==> config.mk <==
export PLATFORM = sky130hd
export DESIGN_NAME = or_stim_gen_flat
export DESIGN_NICKNAME = d
export VERILOG_FILES = /design/src/rtl/or_stim_gen_if.sv /design/src/rtl/or_stim_gen.sv /design/src/flat_wrapper.sv
export SDC_FILE = /design/constraint.sdc
export NUM_CORES = 1
export LEC_CHECK = 0
export CORE_MARGIN = 1.5
export CORE_UTILIZATION = 30
export CTS_CLUSTER_DIAMETER = 50
export DETAILED_ROUTE_END_ITERATION = 6
export DONT_BUFFER_PORTS = 1
export PLACE_DENSITY = 0.55
export SYNTH_ARGS = -nofsm -noshare
export SYNTH_HDL_FRONTEND = slang
export SYNTH_SLANG_ARGS = --single-unit
==> constraint.sdc <==
create_clock -name clk -period 1.8 [get_ports clk]
set_input_delay 0.27 -clock clk [delete_from_list [all_inputs] [get_ports clk]]
set_output_delay 0.27 -clock clk [all_outputs]
set_load 0.05 [all_outputs]
==> src/rtl/or_stim_gen_if.sv <==
// rtl/or_stim_gen_if.sv - control and stimulus bundle between the OR-gate stimulus sequencer and its consumer.
interface or_stim_gen_if #(
  parameter int WIDTH = 2,
  parameter int CW    = 4
);
  logic             start;
  logic             abort;
  logic [WIDTH-1:0] stim;
  logic             stim_valid;
  logic             busy;
  logic             done;
  logic [CW-1:0]    vec_count;

  modport master (
    input  start,
    input  abort,
    output stim,
    output stim_valid,
    output busy,
    output done,
    output vec_count
  );

  modport slave (
    output start,
    output abort,
    input  stim,
    input  stim_valid,
    input  busy,
    input  done,
    input  vec_count
  );
endinterface

==> src/rtl/or_stim_gen.sv <==
// rtl/or_stim_gen.sv - clocked vector sequencer for the OR-gate checker (LFSR source).
// Define OR_STIM_SWEEP_EN to replace the LFSR with an exhaustive WIDTH-bit up-counter.
module or_stim_gen #(
  parameter int          WIDTH       = 2,
  parameter int          NUM_VECTORS = 10,
  parameter int          HOLD_CYCLES = 5,
  parameter logic [15:0] SEED        = 16'hACE1
) (
  input  logic         clk,
  input  logic         rst_n,
  or_stim_gen_if.master bus
);
  localparam int CW = $clog2(NUM_VECTORS + 1);
  localparam int HW = (HOLD_CYCLES > 1) ? $clog2(HOLD_CYCLES) : 1;
`ifdef OR_STIM_SWEEP_EN
  localparam int GW = WIDTH;
`else
  localparam int GW = 16;
`endif

  if (WIDTH < 1 || WIDTH > 16) begin : g_bad_width
    $error("or_stim_gen: WIDTH must be 1..16");
  end
  if (NUM_VECTORS < 1) begin : g_bad_num
    $error("or_stim_gen: NUM_VECTORS must be >= 1");
  end
  if (HOLD_CYCLES < 1) begin : g_bad_hold
    $error("or_stim_gen: HOLD_CYCLES must be >= 1");
  end
  if (SEED == 16'h0000) begin : g_bad_seed
    $error("or_stim_gen: SEED must be nonzero");
  end

  typedef enum logic [1:0] {S_IDLE, S_RUN, S_DONE} state_t;

  state_t           r_state, w_state_n;
  logic [WIDTH-1:0] r_stim, w_stim_n;
  logic             r_valid, w_valid_n;
  logic [CW-1:0]    r_vc, w_vc_n;
  logic [HW-1:0]    r_hold, w_hold_n;
  logic [GW-1:0]    r_gen, w_gen_n;
  logic [GW-1:0]    w_gen_step;
  logic [WIDTH-1:0] w_vec;
  logic             w_issue;

`ifdef OR_STIM_SWEEP_EN
  // Counter value is issued first, then advances, so the sweep starts at 0.
  assign w_gen_step = r_gen + 1'b1;
  assign w_vec      = r_gen;
`else
  assign w_gen_step = r_gen[0] ? ((r_gen >> 1) ^ 16'hB400) : (r_gen >> 1);
  assign w_vec      = w_gen_step[WIDTH-1:0];
`endif

  always_comb begin
    w_state_n = r_state;
    w_stim_n  = r_stim;
    w_valid_n = 1'b0;
    w_vc_n    = r_vc;
    w_hold_n  = r_hold;
    w_gen_n   = r_gen;
    w_issue   = 1'b0;
    unique case (r_state)
      S_IDLE, S_DONE: begin
        if (bus.abort) begin
          w_state_n = S_IDLE;
        end else if (bus.start) begin
          w_state_n = S_RUN;
          w_issue   = 1'b1;
          w_vc_n    = CW'(1);
        end
      end
      S_RUN: begin
        if (bus.abort) begin
          w_state_n = S_IDLE;
        end else if (r_hold != '0) begin
          w_hold_n = r_hold - 1'b1;
        end else if (r_vc < CW'(NUM_VECTORS)) begin
          w_issue = 1'b1;
          w_vc_n  = r_vc + 1'b1;
        end else begin
          w_state_n = S_DONE;
        end
      end
      default: w_state_n = S_IDLE;
    endcase
    if (w_issue) begin
      w_stim_n  = w_vec;
      w_gen_n   = w_gen_step;
      w_valid_n = 1'b1;
      w_hold_n  = HW'(HOLD_CYCLES - 1);
    end
  end

  always_ff @(posedge clk or negedge rst_n) begin
    if (!rst_n) begin
      r_state <= S_IDLE;
      r_stim  <= '0;
      r_valid <= 1'b0;
      r_vc    <= '0;
      r_hold  <= '0;
`ifdef OR_STIM_SWEEP_EN
      r_gen   <= '0;
`else
      r_gen   <= SEED;
`endif
    end else begin
      r_state <= w_state_n;
      r_stim  <= w_stim_n;
      r_valid <= w_valid_n;
      r_vc    <= w_vc_n;
      r_hold  <= w_hold_n;
      r_gen   <= w_gen_n;
    end
  end

  assign bus.stim       = r_stim;
  assign bus.stim_valid = r_valid;
  assign bus.busy       = (r_state == S_RUN);
  assign bus.done       = (r_state == S_DONE);
  assign bus.vec_count  = r_vc;
endmodule

==> src/flat_wrapper.sv <==
// flat-port wrapper written by rule: the top's interface ports become plain ports
module or_stim_gen_flat 
#(
  parameter int          WIDTH       = 2,
  parameter int          NUM_VECTORS = 10,
  parameter int          HOLD_CYCLES = 5,
  parameter logic [15:0] SEED        = 16'hACE1
)
  (clk, rst_n, bus_start, bus_abort, bus_stim, bus_stim_valid, bus_busy, bus_done, bus_vec_count);
  or_stim_gen_if #(.WIDTH(WIDTH), .CW(($clog2((10) + 1)))) bus_i ();
  input  logic clk;
  input  logic rst_n;
  input wire logic [$bits(bus_i.start)-1:0] bus_start;
  input wire logic [$bits(bus_i.abort)-1:0] bus_abort;
  output wire logic [$bits(bus_i.stim)-1:0] bus_stim;
  output wire logic [$bits(bus_i.stim_valid)-1:0] bus_stim_valid;
  output wire logic [$bits(bus_i.busy)-1:0] bus_busy;
  output wire logic [$bits(bus_i.done)-1:0] bus_done;
  output wire logic [$bits(bus_i.vec_count)-1:0] bus_vec_count;
  assign bus_i.start = bus_start;
  assign bus_i.abort = bus_abort;
  assign bus_stim = bus_i.stim;
  assign bus_stim_valid = bus_i.stim_valid;
  assign bus_busy = bus_i.busy;
  assign bus_done = bus_i.done;
  assign bus_vec_count = bus_i.vec_count;
  or_stim_gen #(.WIDTH(WIDTH), .NUM_VECTORS(NUM_VECTORS), .HOLD_CYCLES(HOLD_CYCLES), .SEED(SEED)) u_core (.clk(clk), .rst_n(rst_n), .bus(bus_i));
endmodule
==> results.ini, run 1 <==
[logic_synthesis]
synth_compound_area_share_pct = 6.072
synth-simple-area-share_pct = 11.95
synth_top_family_by_area = multiplexers
synth.avg_cell_area_sq_um = 13.31
synthAdderAreaFrac_pct = 2.938
syn_inst = 96
synth.cell_area_sq_mm = 0.001277
synthDistinctLibCells = 32
syn_nets = 103
muxShareOfSynthArea_pct = 19.69
synth_area_leaders = dfrtp_1 (37%), dfstp_2 (16%), mux2_4 (9.4%), mux2_2 (7.9%), ha_1 (2.9%)
ys_ff_latch = 27
yosysTopAreaCell = dfrtp_1
ys_warn_count = 0
synth_xor_area_share_pct = 2.057
yosysTopAreaCellShare_pct = 37.22
synth-seq-area-share_pct = 53.67

[setup_path]
critPathArrivalTime_ns = 1.81
start_kind = flip-flop
timing.rr.end = u_core.r_gen[4]$_DFFE_PN0P_
worstPathRequired_ns = 1.96
r2r_slack_ns = 0.15
reg2reg_from = u_core.r_hold[0]$_DFFE_PN0P_
reg2reg_depth = 6
cp-endpoint = u_core.r_gen[4]$_DFFE_PN0P_
crit_fanout = 17
crit_chain = inv_1 -> ha_1 -> nor2b_1 -> a31oi_4 -> buf_12 -> mux2_4
critPathKind = reg -> reg
cp_slowest_cell = dfrtp_1
worstSetupStartpoint = u_core.r_hold[0]$_DFFE_PN0P_
cp-end-kind = flip-flop
slowest_delay_ns = 0.40

[job]
cap_violations = 0

[floorplanning]
die_h_um = 68.26
core_sq_mm = 0.004058
placementRows = 23
initial_utilization_pct = 31.48
die_width_um = 68.26
dieArea_sq_mm = 0.004659
ios = 13

[power]
comb_power_share_pct = 18.3
power_switching_w = 0.0003486
leakagePower_nw = 0.7039
internal_power_w = 0.0008817
ir_drop_mv = 0.5370
clockPowerShare_pct = 28.0
p_seq_share_pct = 53.7
power_density_mw_per_mm2 = 836.1
swShare_pct = 28.33

[sta]
relSlewSlack_pct = 64.34
fmax_ghz = 0.6045
rsz0062_at_grt = false
final.period_utilization_pct = 91.91
setup_viol = 0
min_period_ns = 1.654
holdWs_ns = 0.04996
fin_worst_skew_ns = 0.004475
fin_tns_setup_ns = 0
tightestPinTransition_ns = 0.5348
hold_violations = 0
slew_viol_final = 0

[global_route]
grt_pass1_wl_um = 3622
antenna_found_initial = 0
grt_overflow = 0
grt_usage_pct = 10.56
grt_pass1_vias = 794
grt_max_degree = 28

[clock_network]
clock_latency_ns = 0.27
ctsResizeCount = 0
clk_pin_slew_ns = 0.09
post_cts_buffers = 0
cts_inserted_buffers = 3
cts_hold_buf = 2
cts_sinks = 27
cts_buffer_depth = 2
htree_levels = 1
root_buffer = clkbuf_8
tritoncts = built

[min_path]
min_path_type = in -> reg

[route]
via_per_inst = 4.701
dr.pass1.iters = 4
wirelength_um = 2044
ant_nets = 0
vias = 738
first_iter_violations = 24
remaining_drc_errors = 0
wl_per_cell_um = 13.02

[cells_and_area]
areaGrowthSynthToFinish_pct = 15.18
antennaDiodeCount = 0
design_area_sq_mm = 0.001471
drive_above_1_share_pct = 42.06
layout_common_cells = dfrtp_1 (16), mux2_2 (9), mux2_4 (8), dfstp_2 (8), buf_4 (7)
register_area_sq_um = 689.4
multi_input_area_sq_um = 545.5
mostFrequentLayoutCell = dfrtp_1
fill_cells = 388
fin_nets = 115

[run_status]
status = completed

[placement]
dpl_cell_area_sq_mm = 0.001393
hpwl_um = 1459
place_congestion = 0.8378
portBuffers = 0

-- sequential cells by signal, indices dropped and copies added (netlist names) --
| register | count |
|---|---|
| u_core.bus.stim | 1 |
| u_core.bus.stim_valid | 1 |
| u_core.bus.vec_count | 4 |
| u_core.r_gen | 16 |
| u_core.r_hold | 3 |
| u_core.r_state | 2 |
-- critical path: cells and delay by family, from the launching register on --
| kind | cells | cell delay, ns |
|---|---|---|
| buffers and inverters | 2 | 0.27 |
| multiplexers | 1 | 0.29 |
| adder cells (fa/ha/maj) | 1 | 0.17 |
| AO/OA/AOI/OAI | 1 | 0.15 |
| flip-flops | 1 | 0.40 |
| AND/OR/NAND/NOR | 1 | 0.25 |
-- synthesized netlist by cell type, drive strengths merged --
| cell | count |
|---|---|
| a21oi | 2 |
| a311oi | 1 |
| a31oi | 2 |
| a32oi | 1 |
| and2b | 1 |
| buf | 2 |
| clkbuf | 1 |
| dfrtp | 19 |
| dfstp | 8 |
| ha | 3 |
| inv | 6 |
| mux2 | 17 |
| mux2i | 3 |
| nand2 | 6 |
| nand2b | 2 |
| nand3 | 3 |
| nand4 | 2 |
| nor2 | 2 |
| nor2b | 2 |
| nor3b | 2 |
| o21a | 1 |
| o21ai | 3 |
| or3 | 1 |
| or3b | 2 |
| or4 | 1 |
| xor2 | 3 |
-- per-stage QoR --
step | utilization, % | instances | total power (W) | worst slack [ns]
after floorplan | - | 96 | 0.0008262 | 0.02156
after global placement | 34.32 | 151 | 0.0008740 | 0.1934
after detailed placement | 34.32 | 151 | 0.0008825 | 0.1475
after CTS | 36.26 | 157 | 0.001259 | 0.1338
after global routing | 36.26 | 157 | 0.001316 | 0.05840
final | 36.26 | 157 | 0.001230 | 0.1457
-- routing by layer --
layer | part of all wire, % | vias to the layer above | track usage, % | wire length, um
met2 | 49 | 12 | 18.33 | 1010
li1 | - | 359 | - | -
met5 | 0 | - | 0 | 0
met1 | 45 | 365 | 11.99 | 913
met3 | 5.4 | 2 | 4.605 | 111
met4 | 0.39 | 0 | 2.250 | 8
-- cell families after synthesis --
family | Yosys count
buf+inv | 9
mux | 20
fa+ha+maj | 3
compound gates | 10
xor+xnor | 3
simple gates | 24
flops | 27
-- worst min-delay path by stage --
stage	startpoint	endpoint	slack [ns]	cells after the start
2_1_floorplan	rst_n	u_core.bus.stim[0]$_DFFE_PN0P_	-0.03	0
5_1_grt	bus_abort	u_core.r_state[1]$_DFFE_PN0P_	0.03	1
4_1_cts	bus_abort	u_core.r_state[0]$_DFFE_PN0P_	0.04	1
3_3_place_gp	rst_n	u_core.r_gen[4]$_DFFE_PN0P_	-0.02	0
3_5_place_dp	rst_n	u_core.r_gen[8]$_DFFE_PN0P_	-0.02	0
6_report	bus_abort	u_core.r_state[0]$_DFFE_PN0P_	0.05	1
-- power groups by stage --
stage	clock [W]	combinational, W	sequential (W)
final	0.000344	0.000225	0.000661
after global routing	0.000399	0.000251	0.000665
after CTS	0.000368	0.000229	0.000661
after detailed placement	0	0.000210	0.000673
after global placement	0	0.000202	0.000672
after floorplan	0	0.000130	0.000696
-- layout make-up --
type	instances	area share, %
Tap cell	50	4.252
Clock inverter	1	0.5102
Clock buffer	3	2.806
Timing Repair Buffer	10	6.973
Inverter	6	1.531
Multi-Input combinational cell	60	37.07
Sequential cell	27	46.85
(Power assumes the default switching activity.)
==> run 2: changes to the inputs <==
CORE_MARGIN = 4   (was 1.5)
TNS_END_PERCENT = 1   (was default)
==> run 2 against run 1 <==
  * First-iteration DRC count is 42% higher
  * Sequential share of layout area stayed put
  * Sequential power hardly changed
  * Power is 0.34% lower
  * Design area stayed put
  * Critical path type unchanged
  * Critical path depth stayed put
  * Setup slack worse by 0.0013 ns
==> results.ini, run 2 (synthesized netlist as in run 1, its figures left out) <==
[cells_and_area]
fill_cells = 388  ; unchanged
multi_input_area_sq_um = 545.5  ; unchanged
areaGrowthSynthToFinish_pct = 15.18  ; unchanged
drive_above_1_share_pct = 42.06  ; unchanged
register_area_sq_um = 689.4  ; unchanged
layout_common_cells = dfrtp_1 (16), mux2_2 (9), mux2_4 (8), dfstp_2 (8), buf_4 (7)  ; unchanged
top_register = u_core.r_gen  ; unchanged
antennaDiodeCount = 0  ; unchanged
largest_reg_flops = 16  ; unchanged
fin_nets = 115  ; unchanged
finalCoreUtilization_pct = 36.26  ; unchanged
mostFrequentLayoutCell = dfrtp_1  ; unchanged

[setup_path]
cp-end-kind = flip-flop  ; unchanged
crit_fanout = 17  ; unchanged
reg2reg_from = u_core.r_hold[1]$_DFFE_PN0P_  ; was u_core.r_hold[0]$_DFFE_PN0P_
critPathArrivalTime_ns = 1.82  ; was 1.81 ns
reg2reg_depth = 6  ; unchanged
start_kind = flip-flop  ; unchanged
crit_chain = inv_1 -> ha_1 -> nor2b_1 -> a31oi_4 -> buf_12 -> mux2_4  ; unchanged
timing.rr.end = u_core.r_gen[4]$_DFFE_PN0P_  ; unchanged
crit_family = flip-flops  ; unchanged
critPathKind = reg -> reg  ; unchanged
path_buf_inv = 2  ; unchanged
slowest_delay_ns = 0.40  ; about the same
worstPathRequired_ns = 1.96  ; about the same
r2r_slack_ns = 0.14  ; was 0.15 ns
cp_slowest_cell = dfrtp_1  ; unchanged

[clock_network]
clock_latency_ns = 0.27  ; about the same
htree_levels = 1  ; unchanged
cts_sinks = 27  ; unchanged
tritoncts = built  ; unchanged
post_cts_buffers = 0  ; unchanged
root_buffer = clkbuf_8  ; unchanged
cts_inserted_buffers = 3  ; unchanged
cts_buffer_depth = 2  ; unchanged
clk_pin_slew_ns = 0.09  ; about the same
ctsResizeCount = 0  ; unchanged
cts_hold_buf = 2  ; unchanged

[global_route]
grt_pass1_vias = 796  ; was 794
grt_max_degree = 28  ; unchanged
antenna_found_initial = 0  ; unchanged
grt_pass1_wl_um = 3719  ; was 3622 um
grt_overflow = 0  ; unchanged
grt_usage_pct = 8.880  ; was 10.56%

[power]
ir_drop_mv = 0.5240  ; was 0.5370 mV
leakagePower_nw = 0.7039  ; unchanged
power_density_mw_per_mm2 = 833.3  ; was 836.1 mW/mm^2

[sta]
slew_viol_final = 0  ; unchanged
tightestPinTransition_ns = 0.5239  ; was 0.5348 ns
hold_violations = 0  ; unchanged
fmax_ghz = 0.6040  ; was 0.6045 GHz
rsz0062_at_grt = false  ; unchanged
setup_viol = 0  ; unchanged
final.period_utilization_pct = 91.98  ; was 91.91%
fin_tns_setup_ns = 0  ; unchanged
relSlewSlack_pct = 65.07  ; was 64.34%
min_period_ns = 1.656  ; was 1.654 ns
fin_worst_skew_ns = 0.003790  ; was 0.004475 ns

[run_status]
status = completed  ; unchanged

[min_path]
hold_depth = 1  ; unchanged
min_path_type = in -> reg  ; unchanged
min_from = bus_abort  ; unchanged
holdPathEnd = u_core.r_state[0]$_DFFE_PN0P_  ; unchanged

[placement]
portBuffers = 0  ; unchanged
place_congestion = 0.7812  ; was 0.8378
hpwl_um = 1505  ; was 1459 um

[route]
first_iter_violations = 34  ; was 24
via_per_inst = 4.745  ; was 4.701
vias = 745  ; was 738
ant_nets = 0  ; unchanged
wirelength_um = 2059  ; was 2044 um
wl_per_cell_um = 13.11  ; was 13.02 um
dr.pass1.iters = 4  ; unchanged
remaining_drc_errors = 0  ; unchanged

[job]
cap_violations = 0  ; unchanged

[floorplanning]
initial_utilization_pct = 31.48  ; unchanged
die_h_um = 73.26  ; was 68.26 um
placementRows = 23  ; unchanged
ios = 13  ; unchanged
core_sq_mm = 0.004058  ; unchanged
die_width_um = 73.26  ; was 68.26 um
dieArea_sq_mm = 0.005366  ; was 0.004659 sq mm

[run 2: cell counts in the layout (fill, tap and decap cells not counted)]
No cell type changed its count.
[run 2: power by group]
part	total [W]	switching [W]	internal, W
Combinational	0.000224	0.000133	0.0000910
Sequential	0.000662	0.0000279	0.000634
Clock	0.000341	0.000184	0.000157
[run 2: layer usage]
metal | vias up | wire length [um] | GRT usage (%)
met5 | - | 0 | 0
met4 | 0 | 4 | 1.230
met3 | 2 | 118 | 3.557
met2 | 14 | 1047 | 15.19
met1 | 371 | 890 | 10.72
li1 | 358 | - | -
[run 2: area by class of cell]
type                    instances  area share, %
clock inverters                 1         0.5102
flip-flops and latches         27          46.85
inverters                       6          1.531
repair buffers                 10          6.973
well taps                      50          4.252
multi-input cells              60          37.07
clock buffers                   3          2.806
[run 2: metrics by stage]
stage	worst slack [ns]	hold slack, ns	total power, W	area, sq um	cells
3_5_place_dp	0.1436	-0.02485	0.0008806	1393	151
4_1_cts	0.1311	0.03447	0.001257	1471	157
6_report	0.1444	0.04690	0.001226	1471	157
5_1_grt	0.006251	0.02278	0.001315	1471	157
3_3_place_gp	0.1944	-0.02470	0.0008743	1393	151
2_1_floorplan	0.02156	-0.02559	0.0008262	1281	96
[run 2: worst max path at each step]
stage                                 start                            to  slack, ns  cells after the start
2_1_floorplan  u_core.r_hold[0]$_DFFE_PN0P_   u_core.r_gen[3]$_DFFE_PN0P_       0.02                      7
3_3_place_gp   u_core.r_hold[0]$_DFFE_PN0P_  u_core.r_gen[12]$_DFFE_PN0P_       0.19                      6
3_5_place_dp   u_core.r_hold[1]$_DFFE_PN0P_   u_core.r_gen[4]$_DFFE_PN0P_       0.14                      6
4_1_cts        u_core.r_hold[1]$_DFFE_PN0P_   u_core.r_gen[4]$_DFFE_PN0P_       0.13                      6
5_1_grt        u_core.r_hold[1]$_DFFE_PN0P_   u_core.r_gen[4]$_DFFE_PN0P_      0.006                      6
6_report       u_core.r_hold[1]$_DFFE_PN0P_   u_core.r_gen[4]$_DFFE_PN0P_       0.14                      6
[run 2: worst reg2reg max path: stages (launching register included)]
cell and delay [ns]:
dfrtp_1 0.40, inv_1 0.09, ha_1 0.18, nor2b_1 0.26
a31oi_4 0.15, buf_12 0.19, mux2_4 0.30
==> run 3: changes to the inputs <==
SLEW_MARGIN = 25   (was default)
==> results of run 3 <==
The final DEF is identical to that of run 2; final timing and power are the same.
